<file path="config.mk">
export PLATFORM = sky130hd
export DESIGN_NAME = adder_seq_ctrl
export DESIGN_NICKNAME = d
export VERILOG_FILES = /design/src/rtl/adder_seq_ctrl.sv
export SDC_FILE = /design/constraint.sdc
export NUM_CORES = 1
export LEC_CHECK = 0
export ABC_AREA = 1
export CAP_MARGIN = 20
export CORE_ASPECT_RATIO = 0.5
export CORE_MARGIN = 2
export CORE_UTILIZATION = 45
export DETAILED_ROUTE_END_ITERATION = 12
export GPL_TIMING_DRIVEN = 0
export PLACE_DENSITY = 0.81
export SLEW_MARGIN = 20
export SYNTH_ARGS = -nofsm -noshare
export SYNTH_HDL_FRONTEND = slang
export SYNTH_SLANG_ARGS = --single-unit
</file>
<file path="constraint.sdc">
create_clock -name clk -period 4.4 [get_ports clk]
set_input_delay 0.88 -clock clk [delete_from_list [all_inputs] [get_ports clk]]
set_output_delay 0.88 -clock clk [all_outputs]
set_load 0.01 [all_outputs]
</file>
<file path="src/rtl/adder_seq_ctrl.sv">
// adder_seq_ctrl: byte-serial sequencer for an external 8-bit adder.
// A wide add of two NBYTES-byte operands is split into NBYTES byte steps.
// The steps run LSB first, and each step's carry-out is chained into the next step.
//
// Handshake: start is a request that is accepted only at a rising edge while
// the block is idle. Acceptance is visible as busy=1 in the following cycle.
// A request seen in RUN or DONE is dropped. The requester must still be
// asserting start at a later idle edge for it to be taken.
//
// Optional feature: define OVERFLOW_FLAG_EN to add the ovf_out port. It is a
// two's-complement overflow flag that is registered together with cout_out.
//
// dbg_state exposes the FSM state for checkers: 0=IDLE, 1=RUN, 2=DONE.

module adder_seq_ctrl #(
    parameter  int NBYTES = 4,
    localparam int W      = 8 * NBYTES
) (
    input  logic         clk,
    input  logic         rst,
    input  logic         start,
    input  logic [W-1:0] a_in,
    input  logic [W-1:0] b_in,
    input  logic         cin,
    output logic         busy,
    output logic         done,
    output logic [W-1:0] sum_out,
    output logic         cout_out,
    output logic [7:0]   add_a,
    output logic [7:0]   add_b,
    output logic         add_cin,
    input  logic [7:0]   add_sum,
    input  logic         add_cout,
`ifdef OVERFLOW_FLAG_EN
    output logic         ovf_out,
`endif
    output logic [1:0]   dbg_state
);

    localparam int IDX_W = (NBYTES > 1) ? $clog2(NBYTES) : 1;
    localparam logic [IDX_W-1:0] LAST_IDX = IDX_W'(NBYTES - 1);

    typedef enum logic [1:0] {
        S_IDLE = 2'd0,
        S_RUN  = 2'd1,
        S_DONE = 2'd2
    } state_t;

    state_t           state_q, state_d;
    logic [IDX_W-1:0] idx_q, idx_d;
    logic             carry_q, carry_d;
    logic [W-1:0]     a_q, a_d;
    logic [W-1:0]     b_q, b_d;
    logic [W-1:0]     sum_q, sum_d;
    logic             cout_q, cout_d;
    logic             busy_q, busy_d;
    logic             done_q, done_d;
`ifdef OVERFLOW_FLAG_EN
    logic             ovf_q, ovf_d;
`endif

    // Next-state and datapath update: latch on accept, one byte per RUN cycle.
    always_comb begin
        state_d = state_q;
        idx_d   = idx_q;
        carry_d = carry_q;
        a_d     = a_q;
        b_d     = b_q;
        sum_d   = sum_q;
        cout_d  = cout_q;
`ifdef OVERFLOW_FLAG_EN
        ovf_d   = ovf_q;
`endif
        unique case (state_q)
            S_IDLE: begin
                if (start) begin
                    a_d     = a_in;
                    b_d     = b_in;
                    carry_d = cin;
                    idx_d   = '0;
                    // Old result is cleared at acceptance.
                    sum_d   = '0;
                    cout_d  = 1'b0;
`ifdef OVERFLOW_FLAG_EN
                    ovf_d   = 1'b0;
`endif
                    state_d = S_RUN;
                end
            end
            S_RUN: begin
                sum_d[8*idx_q +: 8] = add_sum;
                carry_d             = add_cout;
                idx_d               = idx_q + IDX_W'(1);
                if (idx_q == LAST_IDX) begin
                    cout_d  = add_cout;
`ifdef OVERFLOW_FLAG_EN
                    // The top byte's sum bit 7 is bit W-1 of the full result.
                    ovf_d   = (a_q[W-1] == b_q[W-1]) && (add_sum[7] != a_q[W-1]);
`endif
                    idx_d   = '0;
                    state_d = S_DONE;
                end
            end
            S_DONE: begin
                state_d = S_IDLE;
            end
            default: begin
                state_d = S_IDLE;
            end
        endcase
    end

    // busy/done are registered from the next state so they align with the state register.
    always_comb begin
        busy_d = (state_d == S_RUN);
        done_d = (state_d == S_DONE);
    end

    // All state, including the registered status outputs, is updated here with synchronous reset.
    always_ff @(posedge clk) begin
        if (rst) begin
            state_q <= S_IDLE;
            idx_q   <= '0;
            carry_q <= 1'b0;
            a_q     <= '0;
            b_q     <= '0;
            sum_q   <= '0;
            cout_q  <= 1'b0;
            busy_q  <= 1'b0;
            done_q  <= 1'b0;
`ifdef OVERFLOW_FLAG_EN
            ovf_q   <= 1'b0;
`endif
        end else begin
            state_q <= state_d;
            idx_q   <= idx_d;
            carry_q <= carry_d;
            a_q     <= a_d;
            b_q     <= b_d;
            sum_q   <= sum_d;
            cout_q  <= cout_d;
            busy_q  <= busy_d;
            done_q  <= done_d;
`ifdef OVERFLOW_FLAG_EN
            ovf_q   <= ovf_d;
`endif
        end
    end

    // Adder drive: the current byte pair in RUN, and quiet zeros otherwise.
    always_comb begin
        add_a   = 8'd0;
        add_b   = 8'd0;
        add_cin = 1'b0;
        if (state_q == S_RUN) begin
            add_a   = a_q[8*idx_q +: 8];
            add_b   = b_q[8*idx_q +: 8];
            add_cin = carry_q;
        end
    end

    assign busy      = busy_q;
    assign done      = done_q;
    assign sum_out   = sum_q;
    assign cout_out  = cout_q;
    assign dbg_state = state_q;
`ifdef OVERFLOW_FLAG_EN
    assign ovf_out   = ovf_q;
`endif

    // busy and done are mutually exclusive.
    a_busy_done_excl: assert property (@(posedge clk) disable iff (rst) !(busy_q && done_q));

    // done is a single-cycle pulse.
    a_done_pulse: assert property (@(posedge clk) disable iff (rst) done_q |=> !done_q);

endmodule

</file>
=== After elaboration in Yosys (flattened, before gate mapping) ===
Index checks and enable logic that the tools add are counted.

* Add/subtract/negate cells: 2
* Equality and inequality tests: 6
* Shift-type cells: 4
* Multiplexer cells: 17
* Reduce and logical (&&, ||, !) cells: 5

{| class="wikitable"
|+ Operators by type and width
! operator !! count
|-
| case mux 32 bit (2 select lines) || 1
|-
| variable part select 32 x 6 -> 8 bit || 2
|-
| negation 5 -> 34 bit || 1
|-
| variable shift 8 x 34 -> 32 bit (first input constant) || 1
|-
| variable part select 8 x 34 -> 32 bit || 1
|-
| bitwise mux 32 bit || 1
|-
| 2-to-1 mux 32 bit || 1
|-
| 2-to-1 mux 8 bit || 2
|-
| 2-to-1 mux 2 bit || 4
|-
| case mux 2 bit (2 select lines) || 2
|-
| == test 2 x 1 -> 1 bit (second input constant) || 2
|-
| == test 2 bit (second input constant) || 2
|-
| 2-to-1 mux 1 bit || 4
|-
| inequality test 2 bit (second input constant) || 2
|-
| case mux 1 bit (2 select lines) || 2
|-
| AND reduction 2 bit || 2
|-
| AND reduction 3 bit || 1
|-
| adder 2 x 1 -> 2 bit (second input constant) || 1
|-
| logical NOT 2 bit || 1
|-
| nonzero test 2 bit || 1
|}

* Bits in registers: 104
* Bits of input ports: 77
* Output and inout bits: 54
* Word-level logic and storage cells: 43

=== Depth between registers and ports, before layout ===
Gate-level depths: netlist (run 1).

* Depth after elaboration: 4
* Gate-level depth with buffers: 10
* Mapped depth without buffers: 7

=== Worst setup path after synthesis (run 1) ===
Ideal clock, no wire load.

* Path kind: reg-to-output
* Start: reg idx_q[0]
* End: out add_a[0]
* Data arrival time: 1.201 ns
* Required time: 3.520 ns
* Slack: 2.319 ns
* Cell stages (with the launch flop): 6
* Buffers on the path: 2
* Cell sequence: dfxtp_1 > buf_2 > inv_1 > clkbuf_1 > o21ai_0 > a21oi_1

* Cells in the longest elaborated chain, start to end: 2

{| class="wikitable"
|+ RTL lines
! item !! RTL line !! source
|-
| from (decl) || 50 || <nowiki>logic [IDX_W-1:0] idx_q, idx_d;</nowiki>
|-
| from (signal assigned) || 136 || <nowiki>idx_q <= idx_d;</nowiki>
|-
| variable part select 32 x 6 -> 8 bit || 156 || <nowiki>add_a = a_q[8*idx_q +: 8];</nowiki>
|-
| 2-to-1 mux 8 bit || 155 || <nowiki>if (state_q == S_RUN) begin</nowiki>
|-
| to (decl) || 29 || <nowiki>output logic [7:0] add_a,</nowiki>
|}

Every way passes these cells.

=== Final worst setup path (run 1) ===
* Start: reg idx_q[0]
* End: out add_b[6]

* Cells in the longest elaborated chain, start to end: 2

{| class="wikitable"
|+ RTL lines
! item !! RTL line !! source
|-
| variable part select 32 x 6 -> 8 bit || 157 || <nowiki>add_b = b_q[8*idx_q +: 8];</nowiki>
|-
| 2-to-1 mux 8 bit || 155 ||
|-
| to (decl) || 30 || <nowiki>output logic [7:0] add_b,</nowiki>
|}

Every way passes these cells.

==> results.py, run 1 <==
metrics = {
    "yosys": {
        "asyncSetResetFlopFracSynth_pct": 0,
        "synth_top_area_share_pct": 45.4,
        "synth_area_leader_cell": "dfxtp_1",
        "synthFlopType": "dfxtp_1",
        "syn_nets": 742,
        "yosysUniqueCellTypes": 25,
        "synth_edf_count": 0,
        "synthesis.instances": 660,
        "ys_warn_count": 0,
        "synthTopCellsByCount": "nor2_1 (229), dfxtp_1 (104), o21ai_0 (92)",
        "yosys-top-cells-area": "dfxtp_1 (45%), nor2_1 (19%), o21ai_0 (10%), a21oi_1 (4.6%), nand2_1 (4.3%)",
        "synth_seq_cells": 104,
        "synth.most_common_cell": "nor2_1",
        "avgSynthCellArea_um2": 6.94,
        "synth_area_mm2": 0.00458,
        "ys_seq_area_share_pct": 45.4,
    },
    "sta": {
        "tightest_slew_ns": 0.632,
        "finalCriticalPeriod_ns": 3.48,
        "final-hold-violation-count": 0,
        "setup_violations": 0,
        "skew_ns": 0.00381,
        "relSlewSlack_pct": 57.8,
        "slew_viol_final": 0,
        "fmax_mhz": 288,
        "post-route-period-util_pct": 79.0,
        "grt_setup_unrepaired": "false",
        "tns_ns": 0,
    },
    "routing": {
        "vias": 4734,
        "viasPerCell": 5.05,
        "wirelength_um": 13200,
        "initialDrtViolationCount": 394,
        "drc": 0,
        "wl_per_cell_um": 14.0,
        "drtPass1Iterations": 5,
        "ant_nets": 0,
    },
    "floorplanning": {
        "die_y_um": 75.4,
        "start_util_pct": 47.4,
        "dieWidth_um": 147,
        "rows": 25,
        "fp.dieArea_mm2": 0.0111,
        "ios": 131,
        "core_area_mm2": 0.00967,
    },
    "clock_network": {
        "clock-sinks": 104,
        "post-cts-setup-buffers": 0,
        "cts-resized-gates": 0,
        "clk_latency_ns": 0.35,
        "cts_buffer_depth": 2,
        "cts_tree": "yes",
        "cts_buffers": 9,
        "htree_levels": 3,
        "clkTransAtPathRegs_ns": 0.07,
        "cts_root_buf": "clkbuf_16",
        "cts_hold_buf": 0,
    },
    "pwr": {
        "p_leak_uw": 0.00255,
        "power.total_uw": 2340,
        "pwr_density_cell_mw_per_mm2": 366,
        "irDropWorstVdd_v": 0.000216,
    },
    "cells_and_area": {
        "diodes": 0,
        "utilization_pct": 66.1,
        "drive_gt1_share_pct": 6.97,
        "instances_no_fill": 938,
        "nNetsFinal": 882,
        "syn2layout_area_growth_pct": 39.4,
    },
    "placed_design": {
        "dp.cells": 924,
        "dp_hpwl_um": 9750,
        "gp_congestion": 0.892,
        "io_buffer_count": 129,
    },
    "critical_path": {
        "cp.required_ns": 3.52,
        "endpoint_kind": "output pin",
        "cp_max_fo": 12,
        "arrival_ns": 2.60,
        "critPathKind": "register to output pin",
        "slowest_stage": "clkdlybuf4s50_1",
        "cp_cell_sequence": "buf_2 -> inv_1 -> clkbuf_1 -> o21ai_0 -> a21oi_1 -> clkdlybuf4s50_1",
        "cp_slowest_stage_delay_ns": 0.58,
        "cp-start-kind": "register",
    },
    "grt": {
        "grt_pass1_vias": 4413,
        "grt_pass1_wl_um": 20900,
        "grt_max_degree": 16,
        "grt_antenna_before_repair": 0,
        "track_usage_pct": 24.1,
        "grt_overflow_total": 0,
    },
    "job": {
        "max_cap_violations": 0,
    },
    "hold_path": {
        "worst_hold_path_type": "register to register",
    },
    "run_status": {
        "outcome": "complete, no violations",
    },
}
-- flip-flops by register name (all words and copies together), names as in the netlist --
name and flops:
done 1, carry_q 1, b_q 32, idx_q 2, a_q 32, busy 1, sum_out 32, cout_out 1
dbg_state 2
-- final timing paths --
check | from | endpoint | slack [ns] | cells after the start
worst max-delay path | idx_q[0] | add_b[6] | 0.92 | 6
worst min-delay path | cout_out | cout_out | 0.47 | 2
worst max register to register | idx_q[0] | sum_out[7] | 1.87 | 7
worst min register to register | cout_out | cout_out | 0.47 | 2
-- power by group --
| group | switching [µW] | total (µW) | internal (µW) | leakage, µW |
|---|---|---|---|---|
| combinational | 208 | 388 | 179 | 0.00153 |
| clock | 336 | 917 | 581 | 0.000168 |
| sequential | 30.5 | 1030 | 1000 | 0.000856 |
-- metal layers --
metal / wire length (µm) / vias up / GRT usage (%)
met4: 238 / 0 / 7.55
met3: 1010 / 32 / 6.11
met1: 6010 / 2111 / 31.4
met5: 0 / - / 0
li1: - / 2394 / -
met2: 5890 / 197 / 40.7
-- final cells by class --
cell class	instances	area, µm²
plain buffers	44	225
multi-input cells	478	2150
fillers	851	3280
clock buffers	11	253
clock inverters	3	90.1
well taps	135	169
repair buffers	129	1290
flip-flops and latches	104	2080
inverters	34	129
-- critical path: cells and delay by family, from the launching register on --
family / cells / cell delay, ns
flops: 1 / 0.33
compound gates: 2 / 0.40
buf+inv: 4 / 1.51
-- logic make-up after synthesis --
| logic type | Yosys count | synth area share [%] |
|---|---|---|
| simple gates | 334 | 30.2 |
| compound gates | 139 | 15.3 |
| flops | 104 | 45.4 |
| buf+inv | 78 | 7.73 |
| fa+ha+maj | 5 | 1.37 |
-- per-stage QoR --
step	instance area [µm²]	worst slack, ns	hold WS, ns
4_1_cts	6380	1.04	0.484
6_report	6380	0.925	0.474
3_5_place_dp	6040	1.44	0.462
3_3_place_gp	6040	1.46	0.458
2_1_floorplan	4580	2.32	0.449
5_1_grt	6380	0.782	0.502
-- placed cells by master, fill, tap and decap left out --
cell type | Yosys | routed
nand2_2 | 3 | 3
a21oi_1 | 42 | 42
nor3_1 | 2 | 2
buf_8 | 1 | 1
bufinv_16 | 0 | 3
buf_6 | 2 | 2
clkinv_2 | 1 | 1
clkbuf_8 | 0 | 2
and3_1 | 2 | 2
o21ai_0 | 92 | 92
buf_1 | 1 | 1
inv_1 | 30 | 30
nand3_1 | 30 | 30
clkbuf_16 | 0 | 9
nand2_1 | 52 | 52
ha_1 | 5 | 5
inv_2 | 3 | 3
nand2_4 | 3 | 3
dfxtp_1 | 104 | 104
clkdlybuf4s50_1 | 0 | 129
nor2_1 | 229 | 229
a21oi_2 | 1 | 1
buf_4 | 2 | 2
nand3_2 | 2 | 2
o21ai_1 | 4 | 4
buf_2 | 21 | 21
clkbuf_1 | 17 | 17
nand4_1 | 8 | 8
nor2_4 | 3 | 3
Note: power is estimated with default switching activity, not from simulation.
==> inputs of run 2 (changes only) <==
Clock period 4.4 ns to 3.4 ns, I/O delays scaled along.
==> run 2 against run 1 <==
Compared with the run above: global-route usage unchanged; sequential share of layout area about the same; core utilization about the same; clock power rose by 30%; sequential power rose by 29%; critical path depth unchanged; wire length about the same; critical path type unchanged; highest routed layer unchanged.
==> results.py, run 2 (same netlist as run 1, synthesis figures left out) <==
metrics = {
    "sta": {
        "tns_ns": 0,
        "relSlewSlack_pct": 62.6,
        "final-hold-violation-count": 0,
        "skew_ns": 0.00537,
        "post-route-period-util_pct": 92.9,
        "slew_viol_final": 0,
        "fmax_mhz": 317,
        "setup_violations": 0,
        "grt_setup_unrepaired": "false",
        "finalCriticalPeriod_ns": 3.16,
        "tightest_slew_ns": 0.561,
        "whs_ns": 0.474,
    },
    "clock_network": {
        "htree_levels": 3,
        "cts_root_buf": "clkbuf_16",
        "cts_hold_buf": 0,
        "cts_buffers": 9,
        "cts_tree": "yes",
        "clk_latency_ns": 0.35,
        "clkTransAtPathRegs_ns": 0.07,
        "clock-sinks": 104,
        "cts_buffer_depth": 2,
    },
    "critical_path": {
        "arrival_ns": 2.48,
        "endpoint_kind": "output pin",
        "cp_max_fo": 10,
        "cp_cell_sequence": "buf_2 -> inv_1 -> buf_1 -> o21ai_0 -> a21oi_1 -> clkdlybuf4s50_1",
        "cp-start-kind": "register",
        "critPathKind": "register to output pin",
        "slowest_stage": "clkdlybuf4s50_1",
        "cp_slowest_stage_delay_ns": 0.57,
        "worst-path-buf-inv": 4,
        "cpLargestDelayFamily": "buffers and inverters",
        "rrSetupSlack_ns": 1.10,
        "cp.required_ns": 2.72,
    },
    "placed_design": {
        "gp_congestion": 0.892,
        "io_buffer_count": 129,
        "dp_hpwl_um": 9750,
        "dp.cells": 924,
    },
    "floorplanning": {
        "dieWidth_um": 147,
        "ios": 131,
        "die_y_um": 75.4,
        "rows": 25,
        "start_util_pct": 47.4,
        "fp.dieArea_mm2": 0.0111,
        "core_area_mm2": 0.00967,
    },
    "cells_and_area": {
        "syn2layout_area_growth_pct": 39.4,
        "instances_no_fill": 938,
        "diodes": 0,
        "mostFrequentLayoutCell": "nor2_1",
        "drive_gt1_share_pct": 7.10,
        "layout_common_cells": "nor2_1 (229), clkdlybuf4s50_1 (129), dfxtp_1 (104), o21ai_0 (92), nand2_1 (52)",
        "nNetsFinal": 882,
    },
    "pwr": {
        "p_leak_uw": 0.00256,
        "pwr_density_cell_mw_per_mm2": 473,
        "irDropWorstVdd_v": 0.000280,
    },
    "grt": {
        "grt_max_degree": 16,
        "grt_antenna_before_repair": 0,
        "grt_overflow_total": 0,
        "grt_pass1_wl_um": 20900,
        "track_usage_pct": 24.1,
        "grt_pass1_vias": 4413,
    },
    "run_status": {
        "outcome": "complete, no violations",
    },
    "hold_path": {
        "worst_hold_path_type": "register to register",
    },
    "job": {
        "max_cap_violations": 0,
    },
    "routing": {
        "drc": 0,
        "ant_nets": 0,
        "vias": 4730,
        "viasPerCell": 5.04,
        "drtPass1Iterations": 5,
        "wirelength_um": 13200,
        "wl_per_cell_um": 14.0,
        "initialDrtViolationCount": 394,
    },
}
## run 2: changes by cell type in the layout (fill, tap and decap cells not counted)
cell	previous run	this run
clkbuf_1	17	16
clkbuf_2	0	1
## run 2: report_power, final
| part | switching, µW | internal [µW] | leakage [µW] |
|---|---|---|---|
| sequential | 39.7 | 1300 | 0.000856 |
| combinational | 269 | 232 | 0.00153 |
| clock | 436 | 751 | 0.000168 |
## run 2: per-stage QoR
stage	area, µm²	util, %	setup WS, ns	power [µW]
2_1_floorplan	4580	-	1.52	1630
3_3_place_gp	6040	62.5	0.662	1840
3_5_place_dp	6040	62.5	0.642	1850
4_1_cts	6380	66.1	0.236	3030
5_1_grt	6390	66.1	0.0999	3140
6_report	6390	66.1	0.243	3020
## run 2: worst min-delay path: stages (launching register included)
cell and delay, ns:
dfxtp_1 0.31, nand3_1 0.08, nand2_1 0.04
## run 2: timing repair
| action | in CTS | in global routing |
|---|---|---|
| endpoints found under the hold margin | 0 | 0 |
| resized for setup | 0 | 2 |
| buffers inserted | 0 | 0 |
| endpoints found under the setup margin | 0 | 2 |
## run 2: final cells by class
| type | instances | area (µm²) |
|---|---|---|
| well taps | 135 | 169 |
| plain buffers | 44 | 226 |
| multi-input cells | 478 | 2150 |
| fillers | 851 | 3280 |
| flip-flops and latches | 104 | 2080 |
| inverters | 34 | 129 |
| clock buffers | 11 | 253 |
| repair buffers | 129 | 1290 |
| clock inverters | 3 | 90.1 |
## run 2: path summary, 6_finish.rpt
kind           endpoint     start  depth (start not counted)
max            add_a[1]  idx_q[0]                          6
min            cout_out  cout_out                          2
min reg2reg    cout_out  cout_out                          2
max reg2reg  sum_out[7]  idx_q[0]                          7
## run 2: routing by layer
metal	vias to the layer above	part of all wire, %	track usage [%]	wire, µm
li1	2394	-	-	-
met1	2131	46	31.4	6010
met2	181	45	40.7	5950
met3	24	7.6	6.11	1000
met4	0	1.5	7.55	199
met5	-	0	0	0
==> inputs of run 3 (changes only) <==
Settings changed: CTS_CLUSTER_SIZE set to 25, SLEW_MARGIN 20 to unset.
==> results of run 3 <==
Same layout as run 2: the final DEF is identical, and so are final timing and power.
